**src/rtl/vga_pattern_gen_if.sv**
```systemverilog
// Pixel stream between the VGA timing block and the pattern generator.
//   next_x, next_y : look-ahead coordinate of the pixel displayed next (timing -> pattern)
//   color_in       : RGB332 colour for that coordinate, one cycle later (pattern -> timing)
// Stream semantics: there is no valid/ready pair. A coordinate is presented on every
// pixel clock and is always accepted, and its colour is returned exactly one cycle later.
interface vga_pattern_gen_if;
  logic [9:0] next_x;
  logic [9:0] next_y;
  logic [7:0] color_in;

  modport master (output next_x, output next_y, input color_in);
  modport slave  (input next_x, input next_y, output color_in);
endinterface

```
**src/rtl/vga_pattern_gen.sv**
```systemverilog
// Test-pattern pixel source for the VGA timing stage.
// Four patterns: colour bars, checkerboard (inverts every 32 frames), bouncing box,
// and a solid colour equal to the frame counter. Mode changes and animation are applied
// once per frame, in the first blanking line, so the visible image never tears.
// Ports:
//   clock_25   : pixel clock, the only clock
//   rst        : asynchronous active-low reset
//   pix        : pixel stream (next_x/next_y in, color_in out, registered)
//   mode_btn   : single-cycle pulse, advances the pending mode
//   mode       : currently displayed mode
//   frame_tick : combinational one-cycle pulse at the frame update point
//   frame_cnt  : frame counter, wraps 255 -> 0
module vga_pattern_gen #(
  parameter int H_ACTIVE  = 640,
  parameter int V_ACTIVE  = 480,
  parameter int BAR_WIDTH = 80,
  parameter int BOX_SIZE  = 32
) (
  input  logic               clock_25,
  input  logic               rst,
  vga_pattern_gen_if.slave   pix,
  input  logic               mode_btn,
  output logic [1:0]         mode,
  output logic               frame_tick,
  output logic [7:0]         frame_cnt
);

  // All coordinate arithmetic is 11 bits wide so box_x + BOX_SIZE cannot wrap.
  localparam logic [10:0] H_ACT = 11'(H_ACTIVE);
  localparam logic [10:0] V_ACT = 11'(V_ACTIVE);
  localparam logic [10:0] BOX   = 11'(BOX_SIZE);
  localparam logic [10:0] XMAX  = 11'(H_ACTIVE - BOX_SIZE);
  localparam logic [10:0] YMAX  = 11'(V_ACTIVE - BOX_SIZE);
  localparam logic [10:0] B1    = 11'(BAR_WIDTH * 1);
  localparam logic [10:0] B2    = 11'(BAR_WIDTH * 2);
  localparam logic [10:0] B3    = 11'(BAR_WIDTH * 3);
  localparam logic [10:0] B4    = 11'(BAR_WIDTH * 4);
  localparam logic [10:0] B5    = 11'(BAR_WIDTH * 5);
  localparam logic [10:0] B6    = 11'(BAR_WIDTH * 6);
  localparam logic [10:0] B7    = 11'(BAR_WIDTH * 7);

  logic [1:0]  mode_pend;
  logic [9:0]  box_x;
  logic [9:0]  box_y;
  logic        dx;
  logic        dy;
  logic [10:0] x;
  logic [10:0] y;
  logic [10:0] bx;
  logic [10:0] by;
  logic        active;
  logic        in_box;
  logic [7:0]  bar_color;
  logic [7:0]  pix_color;

  assign x  = {1'b0, pix.next_x};
  assign y  = {1'b0, pix.next_y};
  assign bx = {1'b0, box_x};
  assign by = {1'b0, box_y};

  // First pixel of the first blanking line: happens once per frame.
  assign frame_tick = (y == V_ACT) && (pix.next_x == 10'd0);
  assign active     = (x < H_ACT) && (y < V_ACT);
  assign in_box     = (x >= bx) && (x < bx + BOX) && (y >= by) && (y < by + BOX);

  // Bar index by comparator chain rather than a divider.
  always_comb begin
    bar_color = 8'h00;
    if      (x < B1) bar_color = 8'hFF;
    else if (x < B2) bar_color = 8'hFC;
    else if (x < B3) bar_color = 8'h1F;
    else if (x < B4) bar_color = 8'h1C;
    else if (x < B5) bar_color = 8'hE3;
    else if (x < B6) bar_color = 8'hE0;
    else if (x < B7) bar_color = 8'h03;
    else             bar_color = 8'h00;
  end

  always_comb begin
    pix_color = 8'h00;
    if (active) begin
      case (mode)
        2'd0:    pix_color = bar_color;
        2'd1:    pix_color = (pix.next_x[5] ^ pix.next_y[5] ^ frame_cnt[5]) ? 8'hFF : 8'h00;
        2'd2:    pix_color = in_box ? 8'hE0 : 8'h03;
        default: pix_color = frame_cnt;
      endcase
    end
  end

  always_ff @(posedge clock_25 or negedge rst) begin
    if (!rst) begin
      pix.color_in <= 8'h00;
    end else begin
      pix.color_in <= pix_color;
    end
  end

  // Button presses accumulate in mode_pend; the tick copies the pre-increment
  // value, so a press on the tick cycle is applied at the following tick.
  always_ff @(posedge clock_25 or negedge rst) begin
    if (!rst) begin
      mode_pend <= 2'd0;
      mode      <= 2'd0;
      frame_cnt <= 8'd0;
    end else begin
      mode_pend <= mode_pend + 2'(mode_btn);
      if (frame_tick) begin
        mode      <= mode_pend;
        frame_cnt <= frame_cnt + 8'd1;
      end
    end
  end

  // Box bounces: at a limit the direction flips and the box steps back inward
  // in the same tick, so it never dwells on an edge for two frames.
  always_ff @(posedge clock_25 or negedge rst) begin
    if (!rst) begin
      box_x <= 10'd0;
      box_y <= 10'd0;
      dx    <= 1'b1;
      dy    <= 1'b1;
    end else if (frame_tick) begin
      if (dx && (bx == XMAX)) begin
        dx    <= 1'b0;
        box_x <= 10'(XMAX - 11'd1);
      end else if (!dx && (box_x == 10'd0)) begin
        dx    <= 1'b1;
        box_x <= 10'd1;
      end else begin
        box_x <= dx ? box_x + 10'd1 : box_x - 10'd1;
      end

      if (dy && (by == YMAX)) begin
        dy    <= 1'b0;
        box_y <= 10'(YMAX - 11'd1);
      end else if (!dy && (box_y == 10'd0)) begin
        dy    <= 1'b1;
        box_y <= 10'd1;
      end else begin
        box_y <= dy ? box_y + 10'd1 : box_y - 10'd1;
      end
    end
  end

endmodule

```
**src/flat_wrapper.sv**
```systemverilog
// flat-port wrapper written by rule: the top's interface ports become plain ports
module vga_pattern_gen_flat 
#(
  parameter int H_ACTIVE  = 640,
  parameter int V_ACTIVE  = 480,
  parameter int BAR_WIDTH = 80,
  parameter int BOX_SIZE  = 32
)
  (clock_25, rst, mode_btn, mode, frame_tick, frame_cnt, pix_next_x, pix_next_y, pix_color_in);
  vga_pattern_gen_if pix_i ();
  input  logic clock_25;
  input  logic rst;
  input  logic mode_btn;
  output logic [1:0] mode;
  output logic frame_tick;
  output logic [7:0] frame_cnt;
  input wire logic [$bits(pix_i.next_x)-1:0] pix_next_x;
  input wire logic [$bits(pix_i.next_y)-1:0] pix_next_y;
  output wire logic [$bits(pix_i.color_in)-1:0] pix_color_in;
  assign pix_i.next_x = pix_next_x;
  assign pix_i.next_y = pix_next_y;
  assign pix_color_in = pix_i.color_in;
  vga_pattern_gen #(.H_ACTIVE(H_ACTIVE), .V_ACTIVE(V_ACTIVE), .BAR_WIDTH(BAR_WIDTH), .BOX_SIZE(BOX_SIZE)) u_core (.clock_25(clock_25), .rst(rst), .pix(pix_i), .mode_btn(mode_btn), .mode(mode), .frame_tick(frame_tick), .frame_cnt(frame_cnt));
endmodule
```
**config.mk**
```make
export PLATFORM = sky130hd
export DESIGN_NAME = vga_pattern_gen_flat
export DESIGN_NICKNAME = d
export VERILOG_FILES = /design/src/rtl/vga_pattern_gen_if.sv /design/src/rtl/vga_pattern_gen.sv /design/src/flat_wrapper.sv
export SDC_FILE = /design/constraint.sdc
export NUM_CORES = 1
export LEC_CHECK = 0
export ABC_AREA = 1
export CAP_MARGIN = 30
export CORE_MARGIN = 2
export CORE_UTILIZATION = 50
export CTS_BUF_LIST = sky130_fd_sc_hd__clkbuf_8
export CTS_CLUSTER_DIAMETER = 150
export DETAILED_ROUTE_END_ITERATION = 8
export GPL_TIMING_DRIVEN = 0
export PLACE_DENSITY = 0.83
export SYNTH_ARGS = -nofsm -noshare
export SYNTH_HDL_FRONTEND = slang
export SYNTH_SLANG_ARGS = --single-unit
export TNS_END_PERCENT = 100
```
**constraint.sdc**
```tcl
create_clock -name clock_25 -period 3.4 [get_ports clock_25]
set_clock_uncertainty 0.2 [all_clocks]
set_input_delay 0.68 -clock clock_25 [delete_from_list [all_inputs] [get_ports clock_25]]
set_output_delay 0.68 -clock clock_25 [all_outputs]
set_load 0.02 [all_outputs]
```
==> results.json <==
{
  "run_status": "finished clean",
  "drt_wl_total_um": 9860,
  "synth.largest_area_cell": "dfrtp_1",
  "dieWidth_um": 91.6,
  "io_buffers": 41,
  "place.gp.congestion": 0.943,
  "ys_top_cells_by_area": "dfrtp_1, ha_1, nand2_1",
  "synth-seq-cells": 42,
  "syn_inst": 526,
  "critPathCapture": "frame_tick",
  "finalHoldViolations": 0,
  "cp-start-kind": "input port",
  "rows": 31,
  "cts.sinks": 42,
  "initial_utilization": 0.523,
  "grt.total_usage": 0.246,
  "grt_first_pass_wirelength_um": 16800,
  "max_freq_ghz": 0.314,
  "slowest_delay_ns": 0.54,
  "netlist.area_leader.share": 0.261,
  "worstSetupPathType": "input port to primary output",
  "irDropWorstVdd_v": 0.000187,
  "tns_ns": 0,
  "cts_root_buffer": "clkbuf_8",
  "dr.pass1.iters": 5,
  "cts_max_level": 2,
  "slowest_stage": "clkdlybuf4s50_1",
  "drt_iter0_markers": 329,
  "fin_crit_sh": 0.937,
  "power_density_mw_per_mm2": 252,
  "syn_area_per_cell_um2": 7.29,
  "core-area_mm2": 0.00733,
  "final_max_slew_viol_count": 0,
  "cts_tree": "built",
  "min_path_type": "input port to async pin",
  "yosysUniqueCellTypes": 39,
  "cp_data_required_time_ns": 2.52,
  "areaGrowthSynthToFinish_pct": 18.7,
  "dieHeight_um": 91.6,
  "grt_pass1_vias": 3625,
  "path_cells": "clkdlybuf4s50_1 > nand2_1 > nor4_4 > nand3_2 > inv_2 > clkbuf_2",
  "antenna_cells": 0,
  "crit_fanout": 4,
  "clock_latency_ns": 0.31,
  "max_slew_margin": 0.662,
  "grt_max_degree": 24,
  "nNetsFinal": 651,
  "design.portCount": 42,
  "min_period_ns": 3.19,
  "power.leakage_nw": 2.36,
  "cp.arrival_ns": 2.31,
  "ff2ff_setup_slack_ns": 0.96,
  "r2r_end": "u_core.box_x[7]$_DFFE_PN0P_",
  "critPathLaunch": "pix_next_y[7]",
  "die-area_mm2": 0.00838,
  "syn_area_mm2": 0.00383,
  "r2r_start": "u_core.dx$_DFFE_PN1P_",
  "dpl.hpwl_um": 7640,
  "drt.antenna.violating_nets": 0,
  "worst-path-buf-inv": 3,
  "maxCapViolations": 0,
  "cp.depth": 6,
  "worst-slew-pin-transition_ns": 0.506,
  "wire_per_inst_um": 14.6,
  "rsz0062_at_grt": "false",
  "grt_overflow": 0,
  "critical_path.top_delay_family": "buffers and inverters",
  "path_clk_slew_ns": 0.09,
  "timing.hold.ws_ns": 0.116,
  "setup-violations-final": 0,
  "reg2reg_depth": 9,
  "syn_nets": 601,
  "clockBufferDepth": 2,
  "drcViolationCount": 0,
  "cts_buffers": 5,
  "synth_warnings": 0,
  "end_kind": "primary output",
  "drive_gt1_frac": 0.0607,
  "post_drt_via_cell_ratio": 5.59,
  "antenna_found_initial": 0,
  "cts_hold_buf": 0,
  "vias": 3776,
  "seq_area_frac_synth": 0.275
}
[repair_timing]
| action | in CTS | in global routing |
|---|---|---|
| endpoints found under the setup margin | 1 | 1 |
| pin swaps | 0 | 1 |
| endpoints found under the hold margin | 0 | 0 |
| buffers inserted | 0 | 1 |
| resized for setup | 5 | 6 |
| gates cloned | 0 | 0 |
[worst register-to-register path: cells and delay by family, from the launching register on]
family	cells	cell delay [ns]
compound gates	4	0.60
buf+inv	1	0.19
fa+ha+maj	1	0.40
flops	1	0.60
simple gates	3	0.34
[per-layer routing]
layer	vias to the layer above	share of wire	GRT usage
met2	158	0.45	0.393
met4	0	0.025	0.0821
met3	19	0.074	0.0349
met1	1743	0.45	0.341
met5	-	0	0
li1	1856	-	-
[sequential cells by signal, summed over array words and instances, names as in the netlist]
name,cells
u_core.box_x,10
u_core.box_y,10
u_core.dx,1
u_core.dy,1
u_core.frame_cnt,8
u_core.mode,2
u_core.mode_pend,2
u_core.pix.color_in,8
[Yosys cell counts]
library cell / instances
nand2_1: 105
inv_1: 85
ha_1: 50
nor2_1: 49
dfrtp_1: 40
a21oi_1: 36
nand3_1: 36
o21ai_0: 16
nand4_1: 15
xor2_1: 15
nor3_1: 14
a22oi_1: 10
xnor2_1: 7
or2_2: 6
o22ai_1: 5
a21boi_0: 4
nor2_2: 3
dfstp_2: 2
fa_1: 2
inv_2: 2
nor4_1: 2
o2111ai_1: 2
o211ai_1: 2
o21a_1: 2
o21bai_1: 2
a211oi_1: 1
a21o_1: 1
a31oi_1: 1
a31oi_4: 1
and2_1: 1
buf_2: 1
buf_6: 1
mux2i_1: 1
nand3_4: 1
nor3_2: 1
nor4_4: 1
o21ai_1: 1
o311ai_0: 1
o31ai_1: 1
[report_power, final]
part / internal (W) / switching, W / total (W)
combinational: 0.0000563 / 0.0000780 / 0.000134
sequential: 0.000513 / 0.00000924 / 0.000522
clock: 0.000295 / 0.000197 / 0.000492
total: 0.000863 / 0.000285 / 0.00115
[how the worst min path moves through the flow]
stage | start | to | slack (ns) | depth (start not counted)
floorplan | rst | u_core.box_x[0]$_DFFE_PN0P_ | 0.18 | 0
global placement | u_core.mode_pend[1]$_DFF_PN0_ | u_core.mode_pend[1]$_DFF_PN0_ | 0.26 | 1
detailed placement | u_core.frame_cnt[7]$_DFFE_PN0P_ | u_core.frame_cnt[7]$_DFFE_PN0P_ | 0.29 | 1
CTS | rst | u_core.frame_cnt[6]$_DFFE_PN0P_ | 0.14 | 1
global route | rst | u_core.frame_cnt[6]$_DFFE_PN0P_ | 0.16 | 1
finish | rst | u_core.frame_cnt[6]$_DFFE_PN0P_ | 0.12 | 1
[per-stage QoR]
stage / utilization / instance area, um2 / setup slack, ns / cells / total power [W]
floorplan: - / 3830 / 1.12 / 526 / 0.000590
global placement: 0.596 / 4370 / -0.329 / 666 / 0.000651
detailed placement: 0.599 / 4390 / -0.341 / 667 / 0.000663
CTS: 0.619 / 4540 / 0.0151 / 675 / 0.00115
global route: 0.621 / 4550 / 0.124 / 676 / 0.00119
finish: 0.621 / 4550 / 0.214 / 676 / 0.00115
[layout by cell type (no fill, tap or decap), drive strengths merged]
cell type / n
o22ai: 5
a211oi: 1
dfstp: 2
o21ai: 17
clkdlybuf4s50: 36
xor2: 15
a21o: 1
inv: 87
a22oi: 10
buf: 5
nor2: 52
ha: 50
o311ai: 1
dfrtp: 40
dlymetal6s2s: 2
and2: 1
a31oi: 2
o31ai: 1
o21bai: 2
xnor2: 7
clkinv: 1
nor3: 15
o211ai: 2
nor4: 3
o2111ai: 2
nand3: 37
mux2i: 1
bufinv: 2
dlygate4sd2: 1
nand4: 15
or2: 6
nand2: 105
a21boi: 4
a21oi: 36
fa: 2
o21a: 2
clkbuf: 6
[layout make-up]
type / count / area [um2]
fill: 599 / 2780
multi-input combinational: 395 / 2450
sequential: 42 / 1050
timing repair buffer: 43 / 439
inverter: 87 / 327
tap: 99 / 124
clock buffer: 5 / 68.8
clock inverter: 3 / 68.8
buffer: 2 / 16.3
[cell families (layout without fill, tap and decap cells)]
group / after synthesis / in the layout / synth area share
xor gates and xnor gates: 22 / 22 / 0.0503
DFF: 42 / 42 / 0.275
AOI/OAI and AO/OA: 86 / 86 / 0.136
muxes: 1 / 1 / 0.00261
and+or+nand+nor: 234 / 234 / 0.273
adders and majority gates: 52 / 52 / 0.174
buffers and inverters: 89 / 140 / 0.0894
(Power assumes the default switching activity.)
